==> config.mk <==
export PLATFORM = sky130hd
export DESIGN_NAME = gray_pos_tracker
export DESIGN_NICKNAME = d
export VERILOG_FILES = /design/src/rtl/gray_pkg.sv /design/src/rtl/gray_decode.sv /design/src/rtl/gray_pos_tracker.sv
export SDC_FILE = /design/constraint.sdc
export NUM_CORES = 1
export LEC_CHECK = 0
export ABC_AREA = 0
export CAP_MARGIN = 20
export CORE_UTILIZATION = 30
export CTS_CLUSTER_DIAMETER = 200
export CTS_CLUSTER_SIZE = 40
export DETAILED_ROUTE_END_ITERATION = 12
export DONT_BUFFER_PORTS = 1
export PLACE_DENSITY_LB_ADDON = 0.15
export RECOVER_POWER = 25
export SYNTH_ARGS = -nofsm -noshare
export SYNTH_HDL_FRONTEND = slang
export SYNTH_SLANG_ARGS = --single-unit
==> constraint.sdc <==
create_clock -name clk -period 7.4 [get_ports clk]
set_clock_uncertainty 0.2 [all_clocks]
set_input_delay 0.74 -clock clk [delete_from_list [all_inputs] [get_ports clk]]
set_output_delay 0.74 -clock clk [all_outputs]
set_load 0.02 [all_outputs]
==> src/rtl/gray_pkg.sv <==
// Shared state encoding and default sizing for the Gray-code position tracker.
package gray_pkg;

    localparam int DEF_W    = 4;
    localparam int DEF_PW   = 16;
    localparam int DEF_SYNC = 2;

    typedef enum logic [1:0] {
        INIT  = 2'd0,
        TRACK = 2'd1,
        FAULT = 2'd2
    } state_t;

endpackage

==> src/rtl/gray_decode.sv <==
// Combinational Gray-to-binary decode: each binary bit is the XOR of all Gray bits at or above it.
module gray_decode
    import gray_pkg::*;
#(
    parameter int W = DEF_W
) (
    input  logic [W-1:0] g,
    output logic [W-1:0] b
);

    logic acc;

    always_comb begin
        acc = 1'b0;
        b   = '0;
        for (int i = W - 1; i >= 0; i--) begin
            acc  = acc ^ g[i];
            b[i] = acc;
        end
    end

endmodule

==> src/rtl/gray_pos_tracker.sv <==
// Tracks an asynchronous Gray-coded encoder: synchronizes, decodes, classifies each
// step as up/down/invalid and accumulates a wrapping multi-turn position.
module gray_pos_tracker
    import gray_pkg::*;
#(
    parameter int W    = DEF_W,
    parameter int PW   = DEF_PW,
    parameter int SYNC = DEF_SYNC
) (
    input  logic          clk,
    input  logic          rst,
    input  logic [W-1:0]  g_in,
    input  logic          en,
    input  logic          clr,
    output logic [W-1:0]  b_out,
    output logic [PW-1:0] pos,
    output logic          dir,
    output logic          step,
    output logic          rev,
    output logic          err,
    output logic          fault
);

    // Fewer than two stages would not give metastability time to resolve.
    localparam int NS = (SYNC < 2) ? 2 : SYNC;

    logic [W-1:0]  sync_q [NS];
    logic [NS-1:0] rst_pipe;
    logic          hold;
    logic [W-1:0]  b_new;
    logic [W-1:0]  b_prev;
    logic [W-1:0]  delta;
    state_t        state;
    state_t        state_n;
    logic [W-1:0]  b_prev_n;
    logic [W-1:0]  b_out_n;
    logic [PW-1:0] pos_n;
    logic          dir_n;
    logic          step_n;
    logic          rev_n;
    logic          err_n;
    logic          fault_n;

    always_ff @(posedge clk or posedge rst) begin
        if (rst) begin
            for (int i = 0; i < NS; i++) begin
                sync_q[i] <= '0;
            end
        end else begin
            sync_q[0] <= g_in;
            for (int i = 1; i < NS; i++) begin
                sync_q[i] <= sync_q[i-1];
            end
        end
    end

    // Release of rst is held off NS cycles, so the first baseline sees a filled synchronizer.
    always_ff @(posedge clk or posedge rst) begin
        if (rst) begin
            rst_pipe <= '0;
        end else begin
            rst_pipe <= {rst_pipe[NS-2:0], 1'b1};
        end
    end

    assign hold = ~rst_pipe[NS-1];

    gray_decode #(.W(W)) u_decode (
        .g (sync_q[NS-1]),
        .b (b_new)
    );

    assign delta = b_new - b_prev;

    always_ff @(posedge clk or posedge rst) begin
        if (rst) begin
            state  <= INIT;
            b_prev <= '0;
            b_out  <= '0;
            pos    <= '0;
            dir    <= 1'b0;
            step   <= 1'b0;
            rev    <= 1'b0;
            err    <= 1'b0;
            fault  <= 1'b0;
        end else begin
            state  <= state_n;
            b_prev <= b_prev_n;
            b_out  <= b_out_n;
            pos    <= pos_n;
            dir    <= dir_n;
            step   <= step_n;
            rev    <= rev_n;
            err    <= err_n;
            fault  <= fault_n;
        end
    end

    // b_out and b_prev follow the decoded sample in every state; INIT simply skips classification.
    always_comb begin
        state_n  = state;
        b_prev_n = b_prev;
        b_out_n  = b_out;
        pos_n    = pos;
        dir_n    = dir;
        step_n   = 1'b0;
        rev_n    = 1'b0;
        err_n    = 1'b0;
        fault_n  = fault;

        if (hold) begin
            state_n  = INIT;
            b_prev_n = '0;
            b_out_n  = '0;
            pos_n    = '0;
            dir_n    = 1'b0;
            fault_n  = 1'b0;
        end else begin
            b_prev_n = b_new;
            b_out_n  = b_new;
            if (clr) begin
                pos_n   = '0;
                fault_n = 1'b0;
                state_n = INIT;
            end else if (!en) begin
                if (state != FAULT) begin
                    state_n = INIT;
                end
            end else begin
                case (state)
                    INIT: begin
                        state_n = TRACK;
                    end
                    TRACK: begin
                        if (delta == W'(1)) begin
                            pos_n  = pos + PW'(1);
                            dir_n  = 1'b1;
                            step_n = 1'b1;
                            rev_n  = (b_prev == '1);
                        end else if (delta == '1) begin
                            pos_n  = pos - PW'(1);
                            dir_n  = 1'b0;
                            step_n = 1'b1;
                            rev_n  = (b_prev == '0);
                        end else if (delta != '0) begin
                            err_n   = 1'b1;
                            fault_n = 1'b1;
                            state_n = FAULT;
                        end
                    end
                    FAULT: begin
                        state_n = FAULT;
                    end
                    default: begin
                        state_n = INIT;
                    end
                endcase
            end
        end
    end

endmodule

# Yosys cells after proc, flatten, opt, wreduce, memory -nomap -nowiden
# Cells that the tools add are included.
[word_totals] word_cells=91 regBits=37 in_bits=8 output_inout_bits=25
[op_classes] n_bitwise=3 n_eq_ne=20 reduce_logical=7 muxes=47 addsub=3
[op_table] cell="$mux W16" n=6
[op_table] cell="$mux W1" n=32
[op_table] cell="$add A16 B1 Y16 const B" n=1
[op_table] cell="$sub A16 B1 Y16 const B" n=1
[op_table] cell="$ne A5 B5 Y1 const B" n=3
[op_table] cell="$mux W2" n=7
[op_table] cell="$ne A3 B3 Y1 const B" n=3
[op_table] cell="$eq A4 B4 Y1 const B" n=2
[op_table] cell="$reduce_and A4 Y1" n=2
[op_table] cell="$ne A2 B2 Y1 const B" n=3
[op_table] cell="$ne A3 B2 Y1 const B" n=2
[op_table] cell="$pmux W2 S3" n=1
[op_table] cell="$reduce_and A5 Y1" n=1
[op_table] cell="$eq A4 B1 Y1 const B" n=1
[op_table] cell="$logic_not A4 Y1" n=1
[op_table] cell="$mux W4" n=1
[op_table] cell="$ne A4 B2 Y1 const B" n=1
[op_table] cell="$ne A4 B3 Y1 const B" n=1
[op_table] cell="$reduce_bool A4 Y1" n=1
[op_table] cell="$sub A4 B4 Y4" n=1
[op_table] cell="$ne A3 B1 Y1 const B" n=1
[op_table] cell="$reduce_and A3 Y1" n=1
[op_table] cell="$xor A1 B1 Y1" n=3
[op_table] cell="$eq A2 B1 Y1 const B" n=1
[op_table] cell="other kinds (3)" n=3

# Longest topological paths before layout
# Gate-level depths: netlist of run 1.
[logic_depth] word_depth=12 depth_mapped=17 depth_no_buf=16

# Modules after synthesis
# From an unflattened synthesis of run 1, not the netlist that was laid out.
[unflattened] hier_cells=229 hier_area_um2=2354.8
[modules_own_cells] module="gray_pos_tracker" cells_each=223 area_per_inst_um2=2297.2 seq_area_each_um2=925.9 instances=1
[modules_own_cells] module="gray_decode" cells_each=6 area_per_inst_um2=57.6 seq_area_each_um2=0.0 instances=1

# Least setup slack after synthesis of run 1
# Ideal clock, no wire load.
[synth_timing] kind="register to register" start="register sync_q[3] (netlist name)" end="register pos[15]" setup_time_ps=77 path_slack_ps=2794 stages_incl_launch_ff=18 path_buffers=1 t_required_ps=7123 period_less_slack_ps=4606 t_arrival_ps=4328 path_cell_list="dfrtp_1 xor2_1 xor2_1 xnor2_1 ha_1 fa_1 xor2_1 nand2_1 or4_1 buf_2 ha_1 a211o_1 a211oi_1 o21ai_0 o211ai_1 a211oi_1 or3_1 a21oi_1"
[synth_via] elab_chain_len=10 word_cells_on_any_way=13 cone_classes="add/sub (1); eq/ne (3); mux (5); bitwise (3); reduce/logical (1)"
[synth_rtl] element="start: declaration" line_no="gray_pos_tracker.sv:27" source="logic [W-1:0] sync_q [NS];"
[synth_rtl] element="start signal: indexed assignment" line_no="gray_pos_tracker.sv:52" source="sync_q[i] <= sync_q[i-1];"
[synth_rtl] element="$xor A1 B1 Y1 (3 in a row)" line_no="gray_decode.sv:17" source="acc = acc ^ g[i];"
[synth_rtl] element="$sub A4 B4 Y4 (*)" line_no="gray_pos_tracker.sv:73" source="assign delta = b_new - b_prev;"
[synth_rtl] element="$eq A4 B1 Y1" line_no="gray_pos_tracker.sv:135" source="if (delta == W'(1)) begin"
[synth_rtl] element="$mux W16" line_no="gray_pos_tracker.sv:135"
[synth_rtl] element="$mux W16" line_no="gray_pos_tracker.sv:130" source="case (state)"
[synth_rtl] element="$mux W16" line_no="gray_pos_tracker.sv:125" source="end else if (!en) begin"
[synth_rtl] element="$mux W16" line_no="gray_pos_tracker.sv:121" source="if (clr) begin"
[synth_rtl] element="$mux W16" line_no="gray_pos_tracker.sv:111" source="if (hold) begin"
[synth_rtl] element="end signal: assignment" line_no="gray_pos_tracker.sv:90" source="pos <= pos_n;"
[synth_rtl] element="end: declaration" line_no="gray_pos_tracker.sv:16" source="output logic [PW-1:0] pos,"
# Mark *: on every way between the ends. The rest lies on a longest branch, timed or not. The select of a mux whose other input is x is not followed.
# A chain may end at the register's enable or synchronous reset.

# Worst setup path after layout of run 1
# Same ends and word-level chain as after synthesis.

==> out/metrics.cfg, run 1 <==
[run_status]
status = finished, violations left
violations = capacitance limit, slew limit

[pwr]
power_density_nw_per_um2 = 217.8
switching_share = 0.2977
p_switching_uw = 156.3
power_frac_comb = 0.232
leakagePower_uw = 0.001088
p_int_uw = 368.8
power_uw = 525.1
p_seq_frac = 0.412
clkPwrFrac = 0.356
vdd_drop_max_mv = 0.1048

[routing]
wire_per_inst_um = 14.04
antenna_left = 0
viasPerCell = 4.818
drc = 0
drt-pass1-iter-count = 4
dr.first_iter.drc_count = 32
num_vias = 1455
postRouteWirelength_um = 4240

[worst_setup_path]
startpoint = sync_q[3]
slowest_stage = or4_1
end_kind = flip-flop
arrival_ns = 5.29
cp.required_ns = 7.42
crit_chain = xor2_1, xor2_1, xnor2_1, ha_1, fa_1, xor2_1, nand2_1, or4_1, ha_1, a211o_1, a211oi_1, o21ai_0, o211ai_1, a211oi_1, or3_1, a21oi_1
criticalPathCategory = reg2reg
slowest_delay_ns = 0.81
reg2reg_from = sync_q[3]
cp_max_fo = 22
startpoint_type = flip-flop
cp_common_cell = xor2_1

[sta]
tightestPinTransition_ns = 1.952
rsz0062_at_grt = false
slew_violations = 38
setup_violations = 0
max_freq_mhz = 189.9
final_hold_viol_count = 0
fin_crit_sh = 0.7116
timing.final.crit_period_ns = 5.266
relSlewSlack = -0.3011
fin_setup_tns_ns = 0

[grt]
antenna_found_initial = 0
gr-total-overflow = 0
grt_pass1_wl_um = 7320
grt_pass1_vias = 1459
grt_max_degree = 38
track_usage = 0.1256

[yosys]
synth_edf_count = 0
synthDistinctLibCells = 50
ys_warn_count = 0
synth_flop_cell = dfrtp_1
synth-seq-cells = 37
syn_avg_cell_area_um2 = 10.97
ys_seq_area_frac = 0.4219
syn-num-nets = 232
async_reset_ff_frac = 1.000
syn_inst = 200
synth_area_um2 = 2195

[clock_network]
htree_levels = 2
cts.clk_slew.worst_paths_ns = 0.08
clockBufferDepth = 2
cts_resized = 0
cts_buffers = 5
cts_tree = yes
cts_root_buffer = clkbuf_8
cts_sinks = 37
insertion_delay_ns = 0.29
post_cts_buffers = 0
postCtsHoldBufs = 0

[finish]
fin_nets = 237
diodes = 0
areaGrowthSynthToFinish_pct = 9.863
num-fill-cells = 695
layout-drive-gt1-share = 0.1117

[flow_run]
maxCapViolations = 1

[floorplanning]
io_pins = 33
die-area_um2 = 7662
num_rows = 30
die_h_um = 87.53
fp.dieW_um = 87.53
initial_core_util = 0.3160
core_area_um2 = 6944

[placement]
gp_congestion = 0.7650
dpl.hpwl_um = 3070
io_buffer_count = 0

[worst_hold_path]
hold_class = reg2reg
hold_path_startpoint = rst_pipe[0]

registers in the layout, summed over array words and instances, names as in the netlist:
name,cells
b_prev,4
dir,1
err,1
fault,1
pos,16
rev,1
rst_pipe,2
state,2
step,1
sync_q,8
kinds of logic (layout without fill, tap and decap cells):
group	after synthesis	after routing	synth area share
mux	1	1	0.005131
flops	37	37	0.4219
buf+inv	15	21	0.03306
other cells	1	1	0.001709
compound gates	64	64	0.2149
simple gates	41	41	0.1117
xor+xnor	17	17	0.06785
fa+ha+maj	24	24	0.1437
worst max-delay path, delay by kind of cell, from the launching register on:
family	cells	cell delay, ns
compound gates	6	1.30
xor+xnor	4	0.95
fa+ha+maj	3	1.06
flops	1	0.41
simple gates	3	1.28
cell usage after synthesis (2+ instances only):
master	n	area (µm²)
o21bai_1	2	15.01
a21oi_1	15	75.07
o21ai_0	12	60.06
nor2b_1	4	25.02
o21a_1	2	15.01
a211oi_1	3	22.52
ha_1	22	275.3
nand4_1	2	12.51
xnor2_1	8	70.07
xor2_1	9	78.83
dfrtp_1	37	925.9
or3_1	3	18.77
nand3b_1	2	15.01
and2_1	4	25.02
a22o_2	4	40.04
a21o_1	5	37.54
a22o_1	8	70.07
nand2_1	7	26.28
buf_6	2	22.52
inv_1	12	45.04
nor3_1	3	15.01
fa_1	2	40.04
nor2_1	5	18.77
cells in the final DEF, fill, tap and decap left out, types with 2 or more instances in the layout:
master,count
dfrtp_1,37
ha_1,22
a21oi_1,15
inv_1,12
o21ai_0,12
xor2_1,9
xnor2_1,8
a22o_1,8
nand2_1,7
clkbuf_8,6
nor2_1,5
a21o_1,5
nor2b_1,4
and2_1,4
a22o_2,4
nor3_1,3
a211oi_1,3
or3_1,3
nand3b_1,2
o21bai_1,2
o21a_1,2
nand4_1,2
fa_1,2
final cells by class:
class	instances	area (µm²)	share of cell area
Clock buffer	6	82.58	0.03425
Inverter	12	45.04	0.01868
Multi-Input combinational cell	148	1196	0.4961
Tap cell	96	120.1	0.04982
Timing Repair Buffer	1	3.754	0.001557
Sequential cell	37	925.9	0.3840
Clock inverter	2	37.54	0.01557
stage by stage:
| stage | util | hold WS (ns) | instances | cell area [µm²] | setup WS, ns |
|---|---|---|---|---|---|
| finish | 0.3472 | 0.1510 | 302 | 2411 | 2.134 |
| global route | 0.3472 | 0.1562 | 302 | 2411 | 1.642 |
| CTS | 0.3477 | 0.1532 | 302 | 2415 | 2.080 |
| detailed placement | 0.3305 | 0.1347 | 294 | 2295 | 2.105 |
| global placement | 0.3305 | 0.1313 | 294 | 2295 | 2.229 |
| floorplan | - | 0.1312 | 200 | 2195 | 2.794 |
per-layer routing:
layer  up-vias  part of all wire  wire, µm  global-route usage
li1        742                 -         -                   -
met1       680              0.49      2088              0.1618
met2        28              0.43      1814              0.1932
met3         5             0.063       265             0.04430
met4         0             0.017        71             0.04918
met5         -                 0         0                   0
final timing paths:
kind,end,slack (ns),depth (start not counted)
min reg2reg,rst_pipe[1],0.15,0
max in group asynchronous,pos[8],5.04,2
max,pos[15],2.13,16
max reg2reg,pos[15],2.13,16
min in group asynchronous,rev,0.84,2
min,rst_pipe[1],0.15,0
power by group through the flow:
stage / clock network, µW / registers (µW) / logic (µW)
global placement: 0 / 221 / 124
CTS: 194 / 216 / 124
detailed placement: 0 / 221 / 123
global route: 201 / 218 / 140
floorplan: 0 / 219 / 103
finish: 187 / 216 / 122
Power figures use the tool's default switching activity.
==> run 2: changes to the inputs <==
==> constraint.sdc (replaced) <==
create_clock -name clk -period 5.5 [get_ports clk]
set_clock_uncertainty 0.2 [all_clocks]
set_input_delay 0.55 -clock clk [delete_from_list [all_inputs] [get_ports clk]]
set_output_delay 0.55 -clock clk [all_outputs]
set_load 0.02 [all_outputs]
==> run 2 against run 1 <==
The flow still finishes with violations (capacitance limit, slew limit). Sequential power grew 35%. Wire length grew 2.3%. Utilization shrank 0.054 points. Design area shrank 0.16%. Combinational power grew 39%. Count of clock-buffer cells in the layout shrank 1. Critical endpoint unchanged. Largest cell class unchanged.
==> out/metrics.cfg, run 2 (same netlist as run 1, synthesis figures left out) <==
[grt]
gr-total-overflow = 0
grt_max_degree = 38
track_usage = 0.1289
grt_pass1_wl_um = 7596
grt_pass1_vias = 1512
antenna_found_initial = 0

[finish]
stdcell_count = 304
final_cell_mix = 37 x dfrtp_1, 22 x ha_1, 15 x a21oi_1
areaGrowthSynthToFinish_pct = 9.692
top_register = pos
top_regs = pos: 16 flops, sync_q: 8 flops, b_prev: 4 flops
final_common_cell = dfrtp_1
final_util = 0.3467
largest_register_ffs = 16
fin_nets = 239
layout-drive-gt1-share = 0.1250
diodes = 0

[worst_setup_path]
slowest_delay_ns = 0.55
slowest_stage = or4_4
criticalPathCategory = reg2reg
reg2reg_from = sync_q[3]
end_kind = flip-flop
timing.rr.end = pos[15]
cp.required_ns = 5.52
crit_chain = xor2_1, xor2_1, xnor2_1, ha_1, fa_1, xor2_1, nand2_1, or4_4, ha_1, a211o_1, a211oi_1, o21ai_0, o211ai_1, nor4b_1, o21ai_0, a21oi_1
startpoint_type = flip-flop
cp_common_cell = xor2_1
arrival_ns = 4.95
ff2ff_path_depth = 16
cp_max_fo = 13
reg2reg_slack_ns = 0.57

[floorplanning]
io_pins = 33
initial_core_util = 0.3160
core_area_um2 = 6944
die_h_um = 87.53
num_rows = 30
fp.dieW_um = 87.53
die-area_um2 = 7662

[sta]
timing.hold.ws_ns = 0.08072
rsz0062_at_grt = false
timing.final.crit_period_ns = 4.929
final_hold_viol_count = 0
fin_setup_tns_ns = 0
tightestPinTransition_ns = 1.991
slew_violations = 38
fin_crit_sh = 0.8963
max_freq_mhz = 202.9
relSlewSlack = -0.3275
setup_violations = 0

[routing]
dr.first_iter.drc_count = 62
drt-pass1-iter-count = 4
viasPerCell = 4.865
num_vias = 1479
postRouteWirelength_um = 4338
drc = 0
wire_per_inst_um = 14.27
antenna_left = 0

[worst_hold_path]
hold_class = in2reg
holdPathStages = 0
hold_path_startpoint = g_in[0]
worstHoldEndpoint = sync_q[4]

[flow_run]
maxCapViolations = 1

[run_status]
violations = capacitance limit, slew limit
status = finished, violations left

[clock_network]
cts_tree = yes
cts_root_buffer = clkbuf_8
cts.clk_slew.worst_paths_ns = 0.08
cts_buffers = 5
insertion_delay_ns = 0.29
cts_sinks = 37
clockBufferDepth = 2
htree_levels = 2

[placement]
dpl.hpwl_um = 3191
io_buffer_count = 0
gp_congestion = 0.7517
dp_cells = 296

[pwr]
power_density_nw_per_um2 = 275.2
power_uw = 662.5
vdd_drop_max_mv = 0.08423
leakagePower_uw = 0.001087

==> run 2: layout make-up <==
cell class                      count  area [µm²]
Fill cell                         705        4537
Inverter                           12       45.04
Tap cell                           96       120.1
Timing Repair Buffer                3       22.52
Clock buffer                        5       68.82
Sequential cell                    37       925.9
Multi-Input combinational cell    148        1200
Clock inverter                      3       25.02
==> run 2: through the flow <==
| step | instance area [µm²] | worst slack (ns) |
|---|---|---|
| final | 2407 | 0.5705 |
| after global routing | 2407 | 0.01119 |
| after CTS | 2407 | 0.3546 |
| after detailed placement | 2313 | 0.3739 |
| after global placement | 2302 | 0.5269 |
| after floorplan | 2195 | 0.8943 |
==> run 2: per-layer routing <==
layer,wire length [µm],share of wire,vias to the layer above,GRT usage
li1,-,-,739,-
met4,47,0.011,0,0.04471
met2,1840,0.42,25,0.2017
met3,251,0.058,2,0.04336
met5,0,0,-,0
met1,2198,0.51,713,0.1669
==> run 2: how the worst max path moves through the flow <==
stage / startpoint / end / slack (ns)
after global routing: sync_q[3] / pos[15] / 0.01
final: sync_q[3] / pos[15] / 0.57
after CTS: sync_q[3] / pos[15] / 0.35
after floorplan: sync_q[3] / pos[15] / 0.89
after detailed placement: sync_q[3] / pos[15] / 0.37
after global placement: sync_q[3] / pos[12] / 0.53
==> run 2: timing repair <==
| item | 4_1_cts | 5_1_grt |
|---|---|---|
| buffers inserted | 0 | 0 |
| resized for setup | 0 | 1 |
| hold buffers | 0 | 0 |
| setup endpoints to repair | 0 | 2 |
==> run 2: power by group <==
group | leakage, µW | internal (µW) | total [µW] | switching [µW]
clock network | 0.0000447 | 91.6 | 203 | 111
logic | 0.000553 | 72.5 | 169 | 96.3
registers | 0.000489 | 279 | 291 | 11.6
total | 0.00109 | 444 | 662 | 219
==> run 2: worst max-delay path: cells and delay by family, from the launching register on <==
family | cells | cell delay [ns]
AOI/OAI and AO/OA | 6 | 1.32
adders and majority gates | 3 | 0.94
xor gates and xnor gates | 4 | 0.99
DFF | 1 | 0.41
and+or+nand+nor | 3 | 0.98
==> run 3: changes to the inputs <==
--- a/config.mk
+++ b/config.mk
@@ -12,6 +12,7 @@
 export CTS_CLUSTER_SIZE = 40
 export DETAILED_ROUTE_END_ITERATION = 12
 export DONT_BUFFER_PORTS = 1
+export MAX_ROUTING_LAYER = met4
 export PLACE_DENSITY_LB_ADDON = 0.15
 export RECOVER_POWER = 25
 export SYNTH_ARGS = -nofsm -noshare
==> run 3 against run 2 <==
The run still ends with capacitance limit, slew limit left. Sequential power is essentially flat. First-iteration DRC count grew 6.5%. Total power about the same. Design area stayed put. Die area unchanged. Critical path type unchanged. Critical endpoint unchanged. Largest cell class unchanged. Highest routed layer unchanged.
==> out/metrics.cfg, run 3 (same netlist as run 1, synthesis figures left out) <==
[run_status]
status = finished, violations left
violations = capacitance limit, slew limit

[sta]
final_hold_viol_count = 0
rsz0062_at_grt = false
tightestPinTransition_ns = 1.992
fin_setup_tns_ns = 0
fin_crit_sh = 0.8965
max_freq_mhz = 202.8
timing.final.crit_period_ns = 4.931
setup_violations = 0
slew_violations = 38
fin_ws_ns = 0.5694
relSlewSlack = -0.3281

[worst_hold_path]
hold_class = in2reg
worstHoldEndpoint = sync_q[4]
hold_path_startpoint = g_in[0]
holdPathStages = 0

[pwr]
power_density_nw_per_um2 = 275.0
vdd_drop_max_mv = 0.08424
power_uw = 662.0
leakagePower_uw = 0.001087

[placement]
dp_cells = 296
io_buffer_count = 0
gp_congestion = 0.7613
dpl.hpwl_um = 3191
post-place-ws_ns = 0.3739

[clock_network]
cts_tree = yes
post_cts_buffers = 0
htree_levels = 2
cts.clk_slew.worst_paths_ns = 0.08
cts_buffers = 5
insertion_delay_ns = 0.29
cts_sinks = 37
cts_root_buffer = clkbuf_8
clockBufferDepth = 2
postCtsHoldBufs = 0

[flow_run]
maxCapViolations = 1

[worst_setup_path]
timing.rr.end = pos[15]
arrival_ns = 4.95
cp.required_ns = 5.52
criticalPathCategory = reg2reg
startpoint = sync_q[3]
cp_max_fo = 13
startpoint_type = flip-flop
ff2ff_path_depth = 16
reg2reg_from = sync_q[3]
end_kind = flip-flop
reg2reg_slack_ns = 0.57

[grt]
grt_pass1_vias = 1518
gr-total-overflow = 0
grt_pass1_wl_um = 7590
track_usage = 0.1330
grt_max_degree = 38
antenna_found_initial = 0

[floorplanning]
fp.dieW_um = 87.53
num_rows = 30
die-area_um2 = 7662
io_pins = 33
core_area_um2 = 6944
initial_core_util = 0.3160
die_h_um = 87.53

[routing]
postRouteWirelength_um = 4340
viasPerCell = 4.868
wire_per_inst_um = 14.28
num_vias = 1480
dr.first_iter.drc_count = 66
drt-pass1-iter-count = 4
drc = 0
antenna_left = 0

[finish]
top_register = pos
seqCellArea_um2 = 925.9
final_cell_mix = 37 x dfrtp_1, 22 x ha_1, 15 x a21oi_1
multi_input_area_um2 = 1200
final_util = 0.3467
top_regs = pos: 16 flops, sync_q: 8 flops, b_prev: 4 flops
stdcell_count = 304
num-fill-cells = 705
fin_nets = 239
final_common_cell = dfrtp_1
diodes = 0
largest_register_ffs = 16
areaGrowthSynthToFinish_pct = 9.692
layout-drive-gt1-share = 0.1250

[run 3: power breakdown]
| group | switching [µW] | internal (µW) |
|---|---|---|
| sequential | 11.6 | 279 |
| clock | 111 | 91.6 |
| combinational | 96.4 | 72.5 |
| total | 218 | 444 |
[run 3: layout make-up]
| cell class | instances | area share |
|---|---|---|
| tap | 96 | 0.04990 |
| timing repair buffer | 3 | 0.009356 |
| inverter | 12 | 0.01871 |
| clock buffer | 5 | 0.02859 |
| multi-input combinational | 148 | 0.4984 |
| clock inverter | 3 | 0.01040 |
| sequential | 37 | 0.3846 |
[run 3: worst max-delay path by stage]
stage / to / depth (start not counted)
after floorplan: pos[15] / 17
after global placement: pos[12] / 16
after detailed placement: pos[15] / 16
after CTS: pos[15] / 16
after global routing: pos[15] / 16
final: pos[15] / 16
[run 3: timing repair]
action,CTS,global route
resized for setup,0,1
hold endpoints to repair,0,0
setup endpoints to repair,0,2
[run 3: worst max-delay path, cell delays in order (launching register included)]
cell,delay [ns]
dfrtp_1,0.41
xor2_1,0.26
xor2_1,0.33
xnor2_1,0.14
ha_1,0.23
fa_1,0.38
xor2_1,0.26
nand2_1,0.11
or4_4,0.55
ha_1,0.33
a211o_1,0.30
a211oi_1,0.30
o21ai_0,0.21
o211ai_1,0.25
nor4b_1,0.32
o21ai_0,0.12
a21oi_1,0.14
[run 3: routing by layer]
layer	wire length, µm	part of all wire	up-vias	global-route usage
met1	2196	0.51	715	0.1669
li1	-	-	736	-
met3	255	0.059	2	0.04336
met4	46	0.011	0	0.04471
met5	0	0	-	-
met2	1841	0.42	27	0.2017
[run 3: through the flow]
stage / area [µm²] / hold WS [ns]
4_1_cts: 2407 / 0.06285
2_1_floorplan: 2195 / 0.1312
5_1_grt: 2407 / 0.05654
6_report: 2407 / 0.08074
3_5_place_dp: 2313 / 0.1347
3_3_place_gp: 2302 / 0.1314
